$ cat src/rtl/pes_cg_ctrl_if.sv
// Activity request handshake between an upstream producer and pes_cg_ctrl.
// The producer holds act_valid until it sees act_valid & act_ready at a clock edge.
interface pes_cg_ctrl_if;
  logic act_valid;
  logic act_ready;

  modport master (output act_valid, input act_ready);
  modport slave  (input act_valid, output act_ready);
endinterface

$ cat src/rtl/pes_cg_ctrl.sv
// Clock-gate enable controller feeding the pes_icg enable input.
//
// state  | meaning
// RUN    | clock live, accepting work, counting idle cycles toward gating
// GATED  | ICG enable low, waiting for activity or force_on
// WAKE   | enable re-asserted, ready withheld while the ICG enable pipe refills
//
// The ICG enable path is a posedge sample followed by a negedge latch, so
// WAKE_CYCLES must be at least 2 for the clock to be live when ready rises.
// All outputs are decoded from the state register only; there is no
// combinational path from any input to any output.
module pes_cg_ctrl #(
  parameter int IDLE_CYCLES = 8,
  parameter int WAKE_CYCLES = 2,
  parameter int CNT_W       = 16
) (
  input  logic             clk,
  input  logic             rst,
  pes_cg_ctrl_if.slave     act,
  input  logic             force_on,
  input  logic             cnt_clr,
  output logic             en,
  output logic             gated,
  output logic [CNT_W-1:0] gate_cycles,
  output logic [7:0]       gate_events
);

  localparam int IW = (IDLE_CYCLES > 1) ? $clog2(IDLE_CYCLES) : 1;
  localparam int WW = (WAKE_CYCLES > 1) ? $clog2(WAKE_CYCLES) : 1;

  localparam logic [IW-1:0] IDLE_LAST = IW'(IDLE_CYCLES - 1);
  localparam logic [WW-1:0] WAKE_LAST = WW'(WAKE_CYCLES - 1);

  localparam logic [1:0] ST_RUN   = 2'd0;
  localparam logic [1:0] ST_GATED = 2'd1;
  localparam logic [1:0] ST_WAKE  = 2'd2;

  logic [1:0]    state;
  logic [1:0]    state_nxt;
  logic [IW-1:0] idle_cnt;
  logic [WW-1:0] wake_cnt;

  logic busy;
  logic idle_last;
  logic wake_last;
  logic go_gate;

  assign busy      = act.act_valid | force_on;
  assign idle_last = (idle_cnt == IDLE_LAST);
  assign wake_last = (wake_cnt == WAKE_LAST);
  assign go_gate   = (state == ST_RUN) && !busy && idle_last;

  // Next-state decode; an illegal encoding recovers through WAKE so the
  // clock is never left off without a refill period.
  always_comb begin
    state_nxt = state;
    case (state)
      ST_RUN: begin
        if (go_gate) state_nxt = ST_GATED;
      end
      ST_GATED: begin
        if (busy) state_nxt = ST_WAKE;
      end
      ST_WAKE: begin
        if (wake_last) state_nxt = ST_RUN;
      end
      default: state_nxt = ST_WAKE;
    endcase
  end

  // State register; reset lands in WAKE so en stays high through reset.
  always_ff @(posedge clk or posedge rst) begin
    if (rst) state <= ST_WAKE;
    else     state <= state_nxt;
  end

  // Idle run length in RUN, saturating at the gating threshold.
  always_ff @(posedge clk or posedge rst) begin
    if (rst) begin
      idle_cnt <= '0;
    end else if (state == ST_RUN) begin
      if (busy)           idle_cnt <= '0;
      else if (!idle_last) idle_cnt <= idle_cnt + 1'b1;
    end else if (state == ST_WAKE && wake_last) begin
      idle_cnt <= '0;
    end
  end

  // WAKE dwell timer; restarted on every GATED->WAKE transition.
  always_ff @(posedge clk or posedge rst) begin
    if (rst) begin
      wake_cnt <= '0;
    end else if (state == ST_GATED) begin
      if (busy) wake_cnt <= '0;
    end else if (state == ST_WAKE) begin
      if (wake_last) wake_cnt <= '0;
      else           wake_cnt <= wake_cnt + 1'b1;
    end
  end

  // Saturating count of cycles spent gated; clear takes priority.
  always_ff @(posedge clk or posedge rst) begin
    if (rst) begin
      gate_cycles <= '0;
    end else if (cnt_clr) begin
      gate_cycles <= '0;
    end else if (state == ST_GATED && gate_cycles != {CNT_W{1'b1}}) begin
      gate_cycles <= gate_cycles + 1'b1;
    end
  end

  // Wrapping count of RUN->GATED transitions; clear takes priority.
  always_ff @(posedge clk or posedge rst) begin
    if (rst) begin
      gate_events <= '0;
    end else if (cnt_clr) begin
      gate_events <= '0;
    end else if (go_gate) begin
      gate_events <= gate_events + 8'd1;
    end
  end

  assign en            = (state != ST_GATED);
  assign gated         = (state == ST_GATED);
  assign act.act_ready = (state == ST_RUN);

endmodule
$ cat src/flat_wrapper.sv
// flat-port wrapper written by rule: the top's interface ports become plain ports
module pes_cg_ctrl_flat 
#(
  parameter int IDLE_CYCLES = 8,
  parameter int WAKE_CYCLES = 2,
  parameter int CNT_W       = 16
)
  (clk, rst, force_on, cnt_clr, en, gated, gate_cycles, gate_events, act_act_valid, act_act_ready);
  pes_cg_ctrl_if act_i ();
  input  logic clk;
  input  logic rst;
  input  logic force_on;
  input  logic cnt_clr;
  output logic en;
  output logic gated;
  output logic [CNT_W-1:0] gate_cycles;
  output logic [7:0] gate_events;
  input wire logic [$bits(act_i.act_valid)-1:0] act_act_valid;
  output wire logic [$bits(act_i.act_ready)-1:0] act_act_ready;
  assign act_i.act_valid = act_act_valid;
  assign act_act_ready = act_i.act_ready;
  pes_cg_ctrl #(.IDLE_CYCLES(IDLE_CYCLES), .WAKE_CYCLES(WAKE_CYCLES), .CNT_W(CNT_W)) u_core (.clk(clk), .rst(rst), .act(act_i), .force_on(force_on), .cnt_clr(cnt_clr), .en(en), .gated(gated), .gate_cycles(gate_cycles), .gate_events(gate_events));
endmodule
$ cat config.mk
export PLATFORM = sky130hd
export DESIGN_NAME = pes_cg_ctrl_flat
export DESIGN_NICKNAME = d
export VERILOG_FILES = /design/src/rtl/pes_cg_ctrl_if.sv /design/src/rtl/pes_cg_ctrl.sv /design/src/flat_wrapper.sv
export SDC_FILE = /design/constraint.sdc
export NUM_CORES = 1
export LEC_CHECK = 0
export CORE_UTILIZATION = 40
export CTS_CLUSTER_SIZE = 10
export DETAILED_ROUTE_END_ITERATION = 7
export DONT_BUFFER_PORTS = 1
export GPL_TIMING_DRIVEN = 0
export MAX_ROUTING_LAYER = met4
export PLACE_DENSITY_LB_ADDON = 0.15
export SLEW_MARGIN = 20
export SYNTH_ARGS = -nofsm -noshare
export SYNTH_HDL_FRONTEND = slang
export SYNTH_SLANG_ARGS = --single-unit
$ cat constraint.sdc
create_clock -name clk -period 2.4 [get_ports clk]
set_input_delay 0.48 -clock clk [delete_from_list [all_inputs] [get_ports clk]]
set_output_delay 0.48 -clock clk [all_outputs]
set_load 0.01 [all_outputs]
* Word-level counts from Yosys, hierarchy flattened *
Cells that the tools add are included.

word-level totals
  flip-flop bits (word level) = 30
  output and inout bits = 27

operators by class
  $add $sub $neg = 4
  equality and inequality tests = 9
  mux-type cells = 16
  bitwise logic cells = 1
  reduce and logical (&&, ||, !) cells = 13

operator list
  operator                                                count
  2-to-1 mux 16 bit                                       2
  adder 16 x 1 -> 16 bit (second input constant)          1
  2-to-1 mux 8 bit                                        2
  inequality test 16 bit (second input constant)          1
  2-to-1 mux 3 bit                                        4
  adder 8 x 1 -> 8 bit (second input constant)            1
  inequality test 2 x 1 -> 1 bit (second input constant)  4
  nonzero test 2 bit                                      4
  2-to-1 mux 2 bit                                        3
  case mux 2 bit (3 select lines)                         1
  logical AND 1 bit                                       4
  2-to-1 mux 1 bit                                        4
  AND reduction 2 bit                                     2
  adder 3 x 1 -> 3 bit (second input constant)            1
  == test 3 bit (second input constant)                   1
  inequality test 3 x 2 -> 1 bit (second input constant)  1
  AND reduction 3 bit                                     1
  == test 2 x 1 -> 1 bit (second input constant)          1
  == test 2 bit (second input constant)                   1
  logical NOT 2 bit                                       1
  adder 1 bit (second input constant)                     1
  logical NOT 1 bit                                       1
  bitwise OR 1 bit                                        1

* Depth between registers and ports, before layout *
  depth after elaboration = 6
  gate-level depth with buffers = 6

* Worst setup path after synthesis *
OpenSTA, ideal clock, no wires.

  path kind = register to register
  start point = register u_core.gate_cycles[3]
  end point = register u_core.gate_cycles[15]
  library setup time = 126 ps
  data arrival time = 1497 ps
  required time = 2274 ps
  slack = 777 ps
  stages on the path, launching flop included = 6
  buffers on the path = 1
  path through = dfrtp_1 and4_1 buf_2 nand2_1 or3_1 o311a_1

between the ends
  longest elaborated chain between the ends = 3
  elaborated cells on any way between the ends = 6

RTL lines
  item                                                                     line                                    text
  from (decl)                                                              pes_cg_ctrl.sv:24                       output logic [CNT_W-1:0] gate_cycles,
  from (signal assigned)                                                   pes_cg_ctrl.sv:108                      gate_cycles <= gate_cycles + 1'b1;
  adder 16 x 1 -> 16 bit / inequality test 16 bit (equally long branches)  pes_cg_ctrl.sv:108, pes_cg_ctrl.sv:107
  2-to-1 mux 16 bit / logical AND 1 bit (equally long branches)            pes_cg_ctrl.sv:107                      end else if (state == ST_GATED && gate_cycles != {CNT_W{1'b1}}) begin
  2-to-1 mux 16 bit / nonzero test 2 bit (equally long branches)           --

Parallel ways exist; a longest one is shown, timed or not. The select of a mux whose other input is x is not followed.
A chain may end at the register's enable or synchronous reset.

* Worst setup path in the final report *
  start point = register u_core.gate_cycles[7]
  end point = register u_core.gate_cycles[6]

between the ends
  longest elaborated chain between the ends = 3

RTL lines
  item                          line
  inequality test 16 bit        pes_cg_ctrl.sv:107
  logical AND 1 bit             pes_cg_ctrl.sv:107
  nonzero test 2 bit (no line)  --

Every way passes these cells.

==> impl_results.md <==
* Max Cap Viol at 0
* Max-slew headroom at 53.3%
* Clock tree root buffer cell: clkbuf_8
* Die Wd at ~66 um
* CTS max path bufs at 2
* Met1 usage at roughly 26%
* Slew Viols, Final at 0
* 1st-pass router iterations at 4
* Worst-path clk slew at about 0.070 ns
* Mapped Area at 1630 um^2
* Power Total at around 1.1 mW
* Pleak at about 0.78 nW
* Sink Count at 30
* M3 GR Usage at under 10%
* DRC at 0
* Core Region at 3770 um^2
* Gr ovfl total at 0
* Final period utilization at ~80%
* Crit Reg-Reg Endpoint: u_core.gate_cycles[6]
* Setup-failing EPs final at 0
* Pwr dens at 611 nW/um^2
* Max VDD drop at 0.323 mV
* Critical path capture point type: flop
* # resized after CTS at 0
* Slew @ Worst Pin at ~0.7 ns
* Routed WL at 3.85 mm
* Synth Warn # at 0
* R2R setup slack at just under 0.5 ns
* Layout cell share with drive strength beyond 1 at between 10% and 20%
* Worst Skew at between 0.005 and 0.006 ns
* R2R Path Start: u_core.gate_cycles[7]
* Starting DRT DRC Count at between 80 and 90
* Clk Latency, worst-skew pair at roughly 0.28 ns
* Crit path kind: reg -> reg
* Startpoint Class: flop
* Yosys top cell area share at between 40% and 50%
* Antenna cells at 0
* Via count at 1380
* Layout area overhead at 10.4%
* Part of the Yosys area used for sequential elements at between 40% and 50%
* Status: finished, final reports clean
* Die area at 4330 um^2
* First-pass GRT wire length at 6.46 mm
* Cell taking the most area after synthesis: dfrtp_1
* Post-CTS Hold Buffers at 0
* Syn Inst Count at 170
* DPL Wire Length at about 2.7 mm
* Largest net degree at the start of global routing at 31
* Peak Freq at roughly 520 MHz
* Vias in the first global route at around 1300
* Worst Hold Margin at between 0.15 and 0.2 ns
* Setup Buffers After CTS at 0
* Antenna Nets Post-Route at 0
* Final std cells w/o fill at between 200 and 250
* Final Util at between 40 and 50%
* Seq cells post-synth at 30
* Netlist cell types at 40
* Reg2reg path depth at 5
* Min Tclk post-route at 1.92 ns
* DP Cell Count at around 220
* Global-route usage over all layers at between 20 and 25%
* CTS tree: yes
* Starting Density at 43.2%
* Setup_tns at 0 ns
* CTS buffer count at 5
* I/O pins at 32
* Placement Rows at 22
* WP data arrival at about 2.1 ns
* Detailed-route wire length per cell at ~17 um
* Syn Nets at 179
* Hold violation count in the final report at 0
* Die Span Y at between 60 and 70 um
* GRT Max-Usage Layer: met2
* Placer Congestion at roughly 0.86
* Syn avg cell area at 9.58 um^2
* Initial antenna violation count at 0
* CP required at 2.60 ns
* Buffers on Ports at 0
* Via density at between 6 and 7
* Worst min path class: in -> async
* GR Layer Usage met2 at about a third
* # nets final at around 190
* H-tree depth at 2
* RSZ-0062 raised after global routing: false
* Top post-synthesis cells by area: dfrtp_1, nand4_1, a21oi_1
* Crit path max fanout at 10
## state kept, by name, indices dropped and copies added, names as in the netlist
signal	cells
u_core.wake_cnt	1
u_core.gate_cycles	16
u_core.state	2
u_core.gate_events	8
u_core.idle_cnt	3
## worst max-delay path by stage
stage	start	end	slack (ns)	cells after the start
final	u_core.gate_cycles[7]	u_core.gate_cycles[6]	0.48	5
after global routing	u_core.gate_cycles[12]	u_core.gate_cycles[0]	0.33	5
after CTS	u_core.gate_cycles[7]	u_core.gate_cycles[6]	0.48	5
after detailed placement	u_core.gate_cycles[7]	u_core.gate_cycles[6]	0.51	5
after global placement	u_core.gate_cycles[12]	u_core.gate_cycles[6]	0.50	4
after floorplan	u_core.gate_cycles[3]	u_core.gate_cycles[15]	0.78	5
## cells by family after synthesis
| kind of cell | count (synthesis) | share of synthesized area, % |
|---|---|---|
| buf+inv | 15 | 4.22 |
| fa+ha+maj | 4 | 3.07 |
| xor+xnor | 5 | 2.69 |
| flops | 30 | 46.2 |
| compound gates | 41 | 16.1 |
| mux | 2 | 1.23 |
| simple gates | 73 | 26.6 |
## final cells by class
cell class	instances	area (um^2)
buffer	7	38.8
clock buffer	5	68.8
clock inverter	3	40.0
fill	365	1970
inverter	8	30.0
multi-input combinational	125	808
sequential	30	752
tap	48	60.1
## stage by stage
| step | setup slack [ns] | instance area, um^2 |
|---|---|---|
| 5_1_grt | 0.332 | 1800 |
| 3_5_place_dp | 0.510 | 1690 |
| 2_1_floorplan | 0.777 | 1630 |
| 6_report | 0.481 | 1800 |
| 3_3_place_gp | 0.503 | 1690 |
| 4_1_cts | 0.476 | 1800 |
## power by group
part,internal [mW],switching [mW],total (mW)
clock network,0.305,0.199,0.504
logic,0.0207,0.0379,0.0586
registers,0.524,0.0124,0.536
total,0.850,0.249,1.10
## placed cells by master (no fill, tap or decap), drive strengths merged, types with 5 or more instances in the layout
master / netlist / routed
clkbuf: 2 / 7
o31ai: 6 / 6
nand2: 13 / 13
inv: 8 / 8
nand3: 13 / 13
or3: 8 / 8
xor2: 5 / 5
nand4: 10 / 10
a21oi: 12 / 12
o21ai: 9 / 9
nor2: 12 / 12
dfrtp: 29 / 29
buf: 5 / 5
## layer usage
| metal | vias up | routed length (um) |
|---|---|---|
| met5 | - | 0 |
| met1 | 677 | 1770 |
| met4 | 0 | 19 |
| met3 | 2 | 279 |
| li1 | 648 | - |
| met2 | 53 | 1780 |
## critical path: stages (launching register included)
cell,delay (ns)
dfrtp_1,0.43
clkbuf_1,0.34
inv_1,0.08
o41ai_1,0.68
o21ai_0,0.16
a21oi_1,0.16
## cell usage after synthesis
library cell	n
a211oi_1	1
a21o_1	2
a21oi_1	12
a22o_1	2
a22oi_1	1
a31oi_1	2
and2_1	2
and3_1	4
and4_1	2
and4b_1	1
buf_1	2
buf_2	1
buf_4	1
buf_6	1
clkbuf_1	2
dfrtp_1	29
dfstp_2	1
ha_1	4
inv_1	6
inv_2	2
mux2i_1	2
nand2_1	12
nand2_4	1
nand3_1	12
nand3_2	1
nand4_1	10
nor2_1	12
nor2b_1	1
nor4_1	1
nor4_4	2
o211ai_1	2
o21ai_0	9
o311a_1	1
o311ai_0	1
o31ai_1	6
o41ai_1	2
or2_2	1
or3_1	8
or4_1	3
xor2_1	5
Power figures use the tool's default switching activity.
